==> src/rtl/duck_round_ctrl.sv <==
// Purpose : game-flow controller for duck hunt. Sequences each duck through
//           spawn, flight, hit/escape pause; counts shots per duck and ducks
//           per game; turns mouse/start button levels into single edges.
// Ports   : clk, rst (sync, active-high); start, frame_tick, mouse_left,
//           duck_under_cursor in; spawn, duck_active, score_inc pulses/levels,
//           shots_left, duck_idx, hits counters, game_over out. All outputs
//           are registered.
module duck_round_ctrl #(
  parameter int SHOTS_PER_DUCK = 3,
  parameter int FLIGHT_FRAMES  = 300,
  parameter int PAUSE_FRAMES   = 60,
  parameter int DUCKS_PER_GAME = 10
) (
  input  logic       clk,
  input  logic       rst,
  input  logic       start,
  input  logic       frame_tick,
  input  logic       mouse_left,
  input  logic       duck_under_cursor,
  output logic       spawn,
  output logic       duck_active,
  output logic       score_inc,
  output logic [1:0] shots_left,
  output logic [3:0] duck_idx,
  output logic [3:0] hits,
  output logic       game_over
);

  typedef enum logic [2:0] {
    S_IDLE, S_SPAWN, S_FLIGHT, S_HIT, S_MISS, S_OVER
  } state_t;

  localparam logic [1:0] SHOTS_INIT  = 2'(SHOTS_PER_DUCK);
  localparam logic [9:0] FLIGHT_LAST = 10'(FLIGHT_FRAMES - 1);
  localparam logic [9:0] PAUSE_LAST  = 10'(PAUSE_FRAMES - 1);
  localparam logic [3:0] LAST_DUCK   = 4'(DUCKS_PER_GAME - 1);

  state_t     state, state_nxt;
  logic [9:0] frame_cnt, frame_cnt_nxt;
  logic [1:0] shots_nxt;
  logic [3:0] duck_idx_nxt, hits_nxt;
  logic       score_nxt;
  logic       mouse_prev, start_prev;
  logic       click, start_edge, shot_ok, escape, pause_done;

  // Rising-edge detection; the prev registers come out of reset high so a
  // button already held during reset never produces an edge.
  assign click      = mouse_left & ~mouse_prev;
  assign start_edge = start & ~start_prev;
  assign shot_ok    = click & (shots_left != 2'd0);
  assign escape     = frame_tick & (frame_cnt == FLIGHT_LAST);
  assign pause_done = frame_tick & (frame_cnt == PAUSE_LAST);

  always_comb begin
    state_nxt     = state;
    frame_cnt_nxt = frame_cnt;
    shots_nxt     = shots_left;
    duck_idx_nxt  = duck_idx;
    hits_nxt      = hits;
    score_nxt     = 1'b0;
    case (state)
      S_IDLE, S_OVER: begin
        if (start_edge) begin
          duck_idx_nxt = 4'd0;
          hits_nxt     = 4'd0;
          state_nxt    = S_SPAWN;
        end
      end
      S_SPAWN: begin
        shots_nxt     = SHOTS_INIT;
        frame_cnt_nxt = 10'd0;
        state_nxt     = S_FLIGHT;
      end
      S_FLIGHT: begin
        if (frame_tick) frame_cnt_nxt = frame_cnt + 10'd1;
        if (shot_ok) shots_nxt = shots_left - 2'd1;
        // A hit outranks both the last-shot miss and a coincident escape tick.
        if (shot_ok && duck_under_cursor) begin
          score_nxt     = 1'b1;
          hits_nxt      = hits + 4'd1;
          frame_cnt_nxt = 10'd0;
          state_nxt     = S_HIT;
        end else if ((shot_ok && shots_left == 2'd1) || escape) begin
          frame_cnt_nxt = 10'd0;
          state_nxt     = S_MISS;
        end
      end
      S_HIT, S_MISS: begin
        if (pause_done) begin
          frame_cnt_nxt = 10'd0;
          if (duck_idx == LAST_DUCK) begin
            state_nxt = S_OVER;
          end else begin
            duck_idx_nxt = duck_idx + 4'd1;
            state_nxt    = S_SPAWN;
          end
        end else if (frame_tick) begin
          frame_cnt_nxt = frame_cnt + 10'd1;
        end
      end
      default: state_nxt = S_IDLE;
    endcase
  end

  // Level outputs are decoded from the next state so they line up exactly
  // with the state register.
  always_ff @(posedge clk) begin
    if (rst) begin
      state       <= S_IDLE;
      frame_cnt   <= 10'd0;
      shots_left  <= 2'd0;
      duck_idx    <= 4'd0;
      hits        <= 4'd0;
      mouse_prev  <= 1'b1;
      start_prev  <= 1'b1;
      spawn       <= 1'b0;
      duck_active <= 1'b0;
      score_inc   <= 1'b0;
      game_over   <= 1'b0;
    end else begin
      state       <= state_nxt;
      frame_cnt   <= frame_cnt_nxt;
      shots_left  <= shots_nxt;
      duck_idx    <= duck_idx_nxt;
      hits        <= hits_nxt;
      mouse_prev  <= mouse_left;
      start_prev  <= start;
      spawn       <= (state_nxt == S_SPAWN);
      duck_active <= (state_nxt == S_FLIGHT);
      score_inc   <= score_nxt;
      game_over   <= (state_nxt == S_OVER);
    end
  end

endmodule

==> config.mk <==
export PLATFORM = sky130hd
export DESIGN_NAME = duck_round_ctrl
export DESIGN_NICKNAME = d
export VERILOG_FILES = /design/src/rtl/duck_round_ctrl.sv
export SDC_FILE = /design/constraint.sdc
export NUM_CORES = 1
export LEC_CHECK = 0
export ABC_AREA = 1
export BUFFER_PORTS_ARGS = -buffer_cell sky130_fd_sc_hd__buf_2
export CORE_MARGIN = 2
export CORE_UTILIZATION = 40
export DETAILED_ROUTE_END_ITERATION = 8
export SETUP_SLACK_MARGIN = 0.5
export SYNTH_ARGS = -nofsm -noshare
export SYNTH_HDL_FRONTEND = slang
export SYNTH_SLANG_ARGS = --single-unit
export TNS_END_PERCENT = 1
==> constraint.sdc <==
create_clock -name clk -period 2.11 [get_ports clk]
set_input_delay 0.1055 -clock clk [delete_from_list [all_inputs] [get_ports clk]]
set_output_delay 0.1055 -clock clk [all_outputs]
set_load 0.05 [all_outputs]
After elaboration in Yosys (flattened, before gate mapping)
Index checks and enable logic that the tools add are counted.
Storage, ports and cells
  input port bits: 6
  word-level logic and storage cells: 75
  register bits after elaboration: 29
Operators by class
  eq/ne operators: 17
  muxes and demuxes: 20
  bitwise operators: 8
  add/subtract/negate cells: 4
  reduce and logical (&&, ||, !) cells: 15
Operators with widths (number)
  $mux W10: 4
  $pmux W10 S3: 1
  $mux W4: 4
  $pmux W4 S2: 2
  $mux W3: 5
  $pmux W3 S4: 1
  $add A10 B1 Y10 const B: 1
  $eq A10 B6 Y1 const B: 1
  $eq A10 B9 Y1 const B: 1
  $ne A2 B2 Y1 const B: 5
  $eq A3 B2 Y1 const B: 3
  $eq A3 B3 Y1 const B: 3
  $add A4 B1 Y4 const B: 2
  $reduce_bool A2 Y1: 4
  $eq A3 B1 Y1 const B: 2
  $reduce_or A2 Y1: 3
  $and A1 B1 Y1: 5
  $eq A4 B4 Y1 const B: 1
  $pmux W2 S2: 1
  $reduce_and A4 Y1: 1
  $logic_not A3 Y1: 1
  $not A1 Y1: 3
  $reduce_and A3 Y1: 1
  $reduce_bool A3 Y1: 1
  7 further kinds: 8

Depth between registers and ports, before layout
Gate-level depths: netlist of run 1.
  depth in word-level cells: 9
  depth in mapped cells: 10
  gate-level depth less buffers: 10

Worst setup path after synthesis of run 1
OpenSTA, ideal clock, no wires.
  path type: flip-flop to flip-flop
  start: register shots_left[0]
  end: register hits[1]
  period minus slack after synthesis: 1789 ps
  data required time: 2040 ps
  stages on the path, launching flop included: 10
  arrival time: 1719 ps
  slack: 321 ps
  cell sequence: dfxtp_1 inv_1 ha_1 inv_1 nand3_1 nor2_1 nand2_2 a21oi_2 nand3_1 a21oi_1
On the way
  word-level cells in the longest chain between the ends: 5
RTL lines
  start, declared: RTL line 23  | output logic [1:0] shots_left,
  start signal, assigned: RTL line 123  | shots_left <= shots_nxt;
  $reduce_bool A2 Y1: RTL line 50  | assign shot_ok = click & (shots_left != 2'd0);
  $and A1 B1 Y1: RTL line 50
  $logic_and A1 B1 Y1: RTL line 78  | if (shot_ok && duck_under_cursor) begin
  $ne A2 B2 Y1 (no source line)
  $reduce_and A3 Y1 (no source line)
  end signal, assigned: RTL line 125  | hits <= hits_nxt;
  end, declared: RTL line 25  | output logic [3:0] hits,
No other way between the ends.
A chain may end at the register's enable or synchronous reset.

Final worst setup path of run 1
Same ends and word-level chain as after synthesis.

==> impl_metrics.toml, run 1 <==
[status]
status = "finished, final reports clean"

[hold_path]
holdPathEnd = "start_prev$_SDFF_PP1_"
worstHoldStart = "start"
worstHoldPathCells = 3
worstHoldPathType = "input pin to flip-flop"

[placement]
globalplace.congestion = 0.912
hpwl_mm = 2.50
portBuffers = 19
placed_area_mm2 = 0.00179

[global_routing]
grt_pass1_vias = 1407
grt_max_degree = 21
grt.total_usage_pct = 17.0
grt_pass1_wl_mm = 5.84
grt_antenna_before_repair = 0
grt_overflow = 0

[sta]
maxSlewHeadroom_pct = 73.0
skew_ps = 5.28
fin_crit_ps = 1490
min_period_over_period_pct = 70.5
drv_slew = 0
fmax_ghz = 0.672
final_hold_viol_count = 0
whs_ps = 8.79
rsz0062_at_grt = "yes"
worstMarginPinSlew_ps = 405
setup_viol = 0
fin_tns_setup_ps = 0

[yosys]
async_flop_share_pct = 0
yosys.area.top_type_share_pct = 35.4
ys_warn_count = 0
syn_nets = 254
ys_types = 26
synth.yosys.seq_area_share_pct = 35.4
synth_ff_type = "dfxtp_1"
synth_cells = 242
ys_top_cells_by_area = "dfxtp_1 (35%), nand2_1 (15%), nand3_1 (6.1%), inv_1 (6.0%), nor2_1 (6.0%)"
synth_seq_cells = 29
synthesis.area_mm2 = 0.00164
yosysTopAreaCell = "dfxtp_1"
syn_avg_cell_area_um2 = 6.77
synth-edff-count = 0

[cts]
cts_tree = "done"
cts-root-buf = "clkbuf_8"
path_clk_slew_ps = 60
clock_sinks = 29
clock_path_buffers = 2
cts_buffers = 5
h-tree-depth = 2
clkLatencyLatePin_ps = 280

[run]
maxCapViolations = 0

[worst_setup_path]
r2r_start = "shots_left[0]$_SDFFE_PP0P_"
endpoint_kind = "flip-flop"
crit_path_max_fanout = 4
critPathKind = "flip-flop to flip-flop"
timing.rr.end = "hits[1]$_SDFFE_PP0P_"
rrSetupSlack_ps = 620
crit_start = "shots_left[0]$_SDFFE_PP0P_"
setup.worst_path.start_class = "flip-flop"
critical_path_arrival_ps = 1700
critPathRequiredTime_ps = 2320
reg2regPathDepth = 9

[routing]
finalWirelength_mm = 3.51
drc = 0
via_per_inst = 4.94
num_vias = 1586
drt_iter0_drc = 70
wl_per_cell_um = 10.9
antenna_left = 0
drt_first_pass_iters = 4

[pwr]
p_switching_uw = 416
p_int_uw = 1040
irDropWorstVdd_uv = 367
pwr-share-comb_pct = 18.7
clkPwrFrac_pct = 40.7
p_leak_uw = 0.000890
finalPower_uw = 1450
p_seq_share_pct = 40.6
power.density_cell_area_mw_per_mm2 = 727
swShare_pct = 28.7

[final_layout]
layout-drive-gt1-share_pct = 24.7
num-fill-cells = 400
syn2layout_area_growth_pct = 22.1
most-common-layout-cells = "nand2_1 (67), dfxtp_1 (26), inv_1 (25), nor2_1 (25), buf_2 (19)"
final_core_util_pct = 50.3
finalNetCount = 282
finalInstanceArea_mm2 = 0.00200
diodes = 0
layout_commonest_cell = "nand2_1"

[floorplan]
die_area_mm2 = 0.00462
start_util_pct = 41.2
core.rowCount = 23
die_x_um = 68.0
die_h_um = 68.0
core-area_mm2 = 0.00397
ios = 20
-- cell usage after synthesis, types with 2 or more instances --
master	number
nor2_2	3
nand2_2	5
nand3_1	20
inv_2	7
nor2_1	26
clkbuf_1	2
ha_1	6
nand3_2	3
xnor2_1	2
o21ai_1	2
inv_1	26
dfxtp_1	29
a21oi_1	19
nand4_1	6
o21ai_0	5
or2_2	2
nand2_1	67
xor2_1	4
-- critical path, cell delays in order (launching register included) --
cell and delay [ps]:
dfxtp_2 350, inv_1 60, ha_1 200, inv_2 70, nand3_2 100, nor2_4 130, nand2_2 100, a21oi_4 200
nand3_1 90, a21oi_1 120
-- metrics by stage --
step / worst slack [ps] / instances
floorplan: 482 / 242
global placement: 542 / 309
detailed placement: 537 / 309
CTS: 523 / 317
global route: 470 / 321
finish: 622 / 321
-- power by group through the flow --
| stage | logic (uW) | registers, uW | clock network (uW) |
|---|---|---|---|
| after CTS | 245 | 590 | 608 |
| after detailed placement | 244 | 602 | 0 |
| after global routing | 303 | 593 | 632 |
| after floorplan | 138 | 653 | 0 |
| after global placement | 245 | 602 | 0 |
| final | 272 | 590 | 592 |
-- cell families after synthesis --
| group | count (synthesis) | synth area share [%] |
|---|---|---|
| AND/OR/NAND/NOR | 135 | 38.1 |
| buffers and inverters | 35 | 8.02 |
| AO/OA/AOI/OAI | 30 | 9.93 |
| flip-flops | 29 | 35.4 |
| XOR/XNOR | 6 | 3.21 |
| adder cells (fa/ha/maj) | 6 | 4.58 |
| multiplexers | 1 | 0.687 |
-- registers in the layout, indices dropped and copies added, names as in the netlist --
name / flops
start_prev: 1
spawn: 1
duck_active: 1
score_inc: 1
state: 3
mouse_prev: 1
frame_cnt: 10
shots_left: 2
game_over: 1
hits: 4
duck_idx: 4
-- metal layers --
layer	vias to the layer above	global-route usage (%)	share of wire [%]	wire [um]
li1	837	-	-	-
met1	706	20.7	48	1690
met2	35	27.1	44	1550
met3	8	4.28	5.8	205
met4	0	9.50	1.6	57
met5	-	0	0	0
-- how the worst max path moves through the flow --
| stage | endpoint | slack, ps | cells after the start |
|---|---|---|---|
| 2_1_floorplan | duck_idx[1]$_SDFFE_PP0P_ | 480 | 8 |
| 3_3_place_gp | frame_cnt[6]$_SDFFE_PP0P_ | 540 | 10 |
| 3_5_place_dp | hits[2]$_SDFFE_PP0P_ | 540 | 9 |
| 4_1_cts | hits[1]$_SDFFE_PP0P_ | 520 | 9 |
| 5_1_grt | duck_idx[1]$_SDFFE_PP0P_ | 470 | 8 |
| 6_report | hits[1]$_SDFFE_PP0P_ | 620 | 9 |
-- timing repair --
action | in CTS | in global routing
hold buffers | 0 | 0
resized for setup | 0 | 15
buffers inserted | 0 | 3
endpoints found under the setup margin | 0 | 20
-- cell type report --
class                   count  area (um^2)  area share (%)
flip-flops and latches     29          584            29.2
inverters                  33          124            6.20
well taps                  50         62.6            3.13
multi-input cells         179          995            49.7
clock inverters             1         30.0            1.50
repair buffers             22          118            5.88
clock buffers               7         86.3            4.32
(Power assumes the default switching activity.)
==> run 2, diff against run 1 <==
==> constraint.sdc (replaced) <==
create_clock -name clk -period 1.3 [get_ports clk]
set_input_delay 0.065 -clock clk [delete_from_list [all_inputs] [get_ports clk]]
set_output_delay 0.065 -clock clk [all_outputs]
set_load 0.05 [all_outputs]
==> impl_metrics.toml, run 2 (synthesis gave the netlist of run 1 again) <==
[worst_setup_path]
crit_buf_inv = 1
cp_cell_sequence = "buf_4 -> ha_4 -> nand4_1 -> nand3_2 -> nand2_4 -> nand2_1 -> a21oi_2"
crit_start = "shots_left[0]$_SDFFE_PP0P_"
slowest_stage = "dfxtp_4"
endpoint_kind = "flip-flop"
crit_path_max_fanout = 5
r2r_start = "shots_left[0]$_SDFFE_PP0P_"
critPathRequiredTime_ps = 1500
setup.worst_path.start_class = "flip-flop"
critical_path_arrival_ps = 1580
critPathMaxStageDelay_ps = 350
critPathKind = "flip-flop to flip-flop"
cp_top_family = "simple AND/OR/NAND/NOR gates"
rrSetupSlack_ps = -80
timing.rr.end = "frame_cnt[0]$_SDFFE_PP0P_"
reg2regPathDepth = 7

[final_layout]
multi_input_area_mm2 = 0.00110
diodes = 0
layout_commonest_cell = "nand2_1"
num-fill-cells = 383
seq_area_um2 = 603
layout-drive-gt1-share_pct = 39.1
most-common-layout-cells = "nand2_1 (63), buf_4 (24), inv_1 (23)"
final_core_util_pct = 61.9
top_register = "frame_cnt"
reg.largest.list = "frame_cnt: 10 flops, duck_idx: 4 flops, hits: 4 flops"
largest_reg_flops = 10
finalNetCount = 310
syn2layout_area_growth_pct = 50.1

[pwr]
power.density_cell_area_mw_per_mm2 = 945
p_int_uw = 1610
irDropWorstVdd_uv = 620
p_leak_uw = 0.00107
pwr-share-comb_pct = 25.8
p_seq_share_pct = 41.5
clkPwrFrac_pct = 32.7
p_switching_uw = 717
swShare_pct = 30.9
finalPower_uw = 2320

[sta]
final_hold_viol_count = 0
rsz0062_at_grt = "yes"
maxSlewHeadroom_pct = 76.1
min_period_over_period_pct = 106
setup_viol = 20
skew_ps = 7.40
fmax_ghz = 0.725
fin_crit_ps = 1380
worst_slack_ps = -80.2
drv_slew = 0
worstMarginPinSlew_ps = 357

[routing]
route.met3.wl_um = 167
highest_layer = "met4"
num_vias = 1667
via_per_inst = 4.78
antenna_left = 0
met1_length_mm = 1.89
met2_length_mm = 1.96
drt_first_pass_iters = 4
finalWirelength_mm = 4.08
wl_per_cell_um = 11.7
drc = 0
drt_iter0_drc = 84

[cts]
cts-root-buf = "clkbuf_8"
h-tree-depth = 2
clock_path_buffers = 2
cts_tree = "done"
path_clk_slew_ps = 60
clkLatencyLatePin_ps = 280
clock_sinks = 29
cts_buffers = 5

[status]
violations = "setup timing"
status = "finished, violations left"

[floorplan]
core-area_mm2 = 0.00397
core.rowCount = 23
start_util_pct = 41.2
die_h_um = 68.0
die_area_mm2 = 0.00462
ios = 20
die_x_um = 68.0

[global_routing]
grt_antenna_before_repair = 0
grt_pass1_wl_mm = 7.00
grt_pass1_vias = 1590
grt.total_usage_pct = 20.1
grt_max_degree = 12
grt_overflow = 0

[hold_path]
worstHoldPathType = "input pin to flip-flop"
worstHoldPathCells = 2
holdPathEnd = "mouse_prev$_SDFF_PP1_"
worstHoldStart = "mouse_left"

[placement]
globalplace.congestion = 0.853
hpwl_mm = 2.83
portBuffers = 19

[run]
maxCapViolations = 0
==> run 2: cell types whose count changed in the layout (fill, tap and decap cells not counted), moves of 4 or more <==
cell	delta
buf_6	+11
nand2_1	-4
dfxtp_2	+6
buf_2	-13
buf_8	+7
buf_4	+21
dfxtp_1	-9
==> run 2: through the flow <==
step,setup slack (ps),hold WS [ps],TNS (ps),instances,cell area (um^2)
2_1_floorplan,-147,161,-1780,242,1670
5_1_grt,-191,84.3,-3240,349,2460
3_5_place_dp,-180,254,-2910,337,2050
4_1_cts,-84.6,58.6,-886,349,2420
6_report,-80.2,79.7,-980,349,2460
3_3_place_gp,-159,258,-2330,337,2050
==> run 2: area by class of cell <==
cell class / instances / area share (%)
clock buffers: 8 / 3.66
inverters: 33 / 5.34
multi-input cells: 179 / 44.8
flip-flops and latches: 29 / 24.5
well taps: 50 / 2.54
repair buffers: 50 / 19.1
==> run 2: worst max-delay path by stage <==
stage,to,cells after the start,slack (ps)
final,frame_cnt[0]$_SDFFE_PP0P_,7,-80
after global routing,frame_cnt[1]$_SDFFE_PP0P_,10,-190
after CTS,duck_idx[2]$_SDFFE_PP0P_,8,-80
after detailed placement,duck_idx[1]$_SDFFE_PP0P_,8,-180
after global placement,duck_idx[1]$_SDFFE_PP0P_,8,-160
after floorplan,hits[1]$_SDFFE_PP0P_,9,-150
==> run 2: power by group through the flow <==
stage          Clock, uW  Combinational (uW)  Sequential [uW]
2_1_floorplan          0                 232             1060
4_1_cts              786                 596              962
3_3_place_gp           0                 487              974
6_report             760                 600              963
3_5_place_dp           0                 490              974
5_1_grt              824                 658              969
==> run 2: routing by layer <==
metal	vias to the layer above	global-route usage [%]
li1	883	-
met1	740	25.2
met2	37	34.1
met3	7	4.11
met4	0	6.75
met5	-	0
==> run 2: worst register-to-register path, cell delays in order (launching register included) <==
cell and delay (ps):
dfxtp_4 350, buf_4 150, ha_4 150, nand4_1 170, nand3_2 170, nand2_4 130, nand2_1 70, a21oi_2 110
==> run 2: repair_timing <==
action,CTS,global route
gates resized for setup,69,10
gates cloned,1,0
pin swaps,14,7
hold buffers,1,0
hold endpoints to repair,1,0
endpoints found under the setup margin,41,41
setup buffers,2,0
==> run 3, diff against run 2 <==
==> constraint.sdc (replaced) <==
create_clock -name clk -period 1.1 [get_ports clk]
set_input_delay 0.055 -clock clk [delete_from_list [all_inputs] [get_ports clk]]
set_output_delay 0.055 -clock clk [all_outputs]
set_load 0.05 [all_outputs]
==> impl_metrics.toml, run 3 (synthesis gave the netlist of run 1 again) <==
[global_routing]
use_met3_pct = 5.59
grt_antenna_before_repair = 0
grt_use_met2_pct = 31.1
grt_max_degree = 13
grt_overflow = 0
grt_use_met1_pct = 24.2
grt.total_usage_pct = 19.2
grt_pass1_wl_mm = 6.66
grt_pass1_vias = 1562
busiest_layer = "met2"

[hold_path]
worstHoldPathCells = 3
worstHoldPathType = "input pin to flip-flop"

[cts]
clock_sinks = 29
h-tree-depth = 2
cts_buffers = 5
cts-root-buf = "clkbuf_8"
clock_path_buffers = 2
path_clk_slew_ps = 60
clkLatencyLatePin_ps = 280
cts_tree = "done"

[routing]
drt_first_pass_iters = 4
finalWirelength_mm = 3.95
antenna_left = 0
num_vias = 1708
drc = 0
via_per_inst = 4.74
drt_iter0_drc = 56
wl_per_cell_um = 11.0

[sta]
maxSlewHeadroom_pct = 78.6
setup_viol = 27
rsz0062_at_grt = "yes"
fmax_ghz = 0.727
fin_tns_setup_ps = -5880
final_hold_viol_count = 1
worst_slack_ps = -275
drv_slew = 0
min_period_over_period_pct = 125
skew_ps = 8.55
whs_ps = -33.7
fin_crit_ps = 1370
worstMarginPinSlew_ps = 318

[placement]
portBuffers = 19
dp_cells = 351
placed_area_mm2 = 0.00215
hpwl_mm = 2.85
globalplace.congestion = 0.850

[pwr]
finalPower_uw = 2710
p_seq_share_pct = 41.8
p_int_uw = 1840
clkPwrFrac_pct = 31.2
power.density_cell_area_mw_per_mm2 = 1080
pwr-share-comb_pct = 27.0
p_leak_uw = 0.00111
irDropWorstVdd_uv = 550
swShare_pct = 32.0
p_switching_uw = 869

[worst_setup_path]
critPathRequiredTime_ps = 1320
setup.worst_path.start_class = "flip-flop"
crit_path_max_fanout = 4
reg2regPathDepth = 9
critPathKind = "flip-flop to flip-flop"
critical_path_arrival_ps = 1600
endpoint_kind = "flip-flop"

[floorplan]
die_area_mm2 = 0.00462
start_util_pct = 41.2
core.rowCount = 23
core-area_mm2 = 0.00397
die_h_um = 68.0
ios = 20
die_x_um = 68.0

[final_layout]
layout-drive-gt1-share_pct = 41.3
top_register = "frame_cnt"
reg.largest.list = "frame_cnt: 10 flops, duck_idx: 4 flops, hits: 4 flops"
finalNetCount = 321
most-common-layout-cells = "nand2_1 (64), buf_4 (38), inv_1 (23)"
final_core_util_pct = 63.3
syn2layout_area_growth_pct = 53.6
layout_commonest_cell = "nand2_1"
final_cells = 360
num-fill-cells = 342
diodes = 0
largest_reg_flops = 10
finalInstanceArea_mm2 = 0.00251

[run]
maxCapViolations = 0

[status]
violations = "hold timing, setup timing"
status = "finished, violations left"
==> run 3: cell types whose count changed in the layout (fill, tap and decap cells not counted), moves of 2 or more <==
cell	change
buf_4	+14
buf_6	+2
buf_8	-2
clkinv_2	+2
dfxtp_1	+2
nand2_2	-2
==> run 3: worst paths after layout <==
path | startpoint | end | slack (ps)
worst max register to register | shots_left[1]$_SDFFE_PP0P_ | hits[1]$_SDFFE_PP0P_ | -270
worst min-delay path | start | start_prev$_SDFF_PP1_ | -30
worst min register to register | shots_left[0]$_SDFFE_PP0P_ | shots_left[0]$_SDFFE_PP0P_ | 490
worst max-delay path | shots_left[1]$_SDFFE_PP0P_ | hits[1]$_SDFFE_PP0P_ | -270
==> run 3: power by group through the flow <==
| stage | registers (uW) | logic, uW | clock network (uW) |
|---|---|---|---|
| floorplan | 1260 | 274 | 0 |
| global placement | 1150 | 611 | 0 |
| global route | 1140 | 794 | 909 |
| finish | 1130 | 732 | 846 |
| detailed placement | 1150 | 617 | 0 |
| CTS | 1130 | 702 | 875 |
==> run 3: worst max-delay path: stages, from the launching register on <==
cell and delay (ps):
dfxtp_4 350, inv_4 40, ha_4 150, inv_4 50, nand3_4 80, nor2_4 130
nand2_2 80, a21oi_4 210, nand3_2 90, a21oi_2 130
==> run 3: timing repair <==
| action | 4_1_cts | 5_1_grt |
|---|---|---|
| pin swaps | 12 | 15 |
| endpoints found under the setup margin | 41 | 41 |
| setup buffers | 0 | 1 |
| endpoints found under the hold margin | 1 | 1 |
| gates resized for setup | 56 | 19 |
==> run 3: final cells by class <==
class                      count  area [um^2]  area share (%)
tap                           50         62.6            2.49
clock inverter                 2         10.0           0.398
clock buffer                   6         72.6            2.89
sequential                    29          598            23.8
inverter                      33          131            5.22
multi-input combinational    178         1090            43.3
timing repair buffer          62          552            21.9
==> run 3: stage by stage <==
| stage | setup slack (ps) | hold WS, ps |
|---|---|---|
| 3_5_place_dp | -334 | 255 |
| 6_report | -275 | -33.7 |
| 5_1_grt | -375 | -20.5 |
| 3_3_place_gp | -340 | 242 |
| 4_1_cts | -250 | -42.5 |
| 2_1_floorplan | -347 | 151 |
==> run 3: routing by layer <==
layer  vias up  share of wire (%)
met5         -                  0
met4         0                1.4
li1        910                  -
met3         5                3.6
met1       767                 49
met2        26                 46
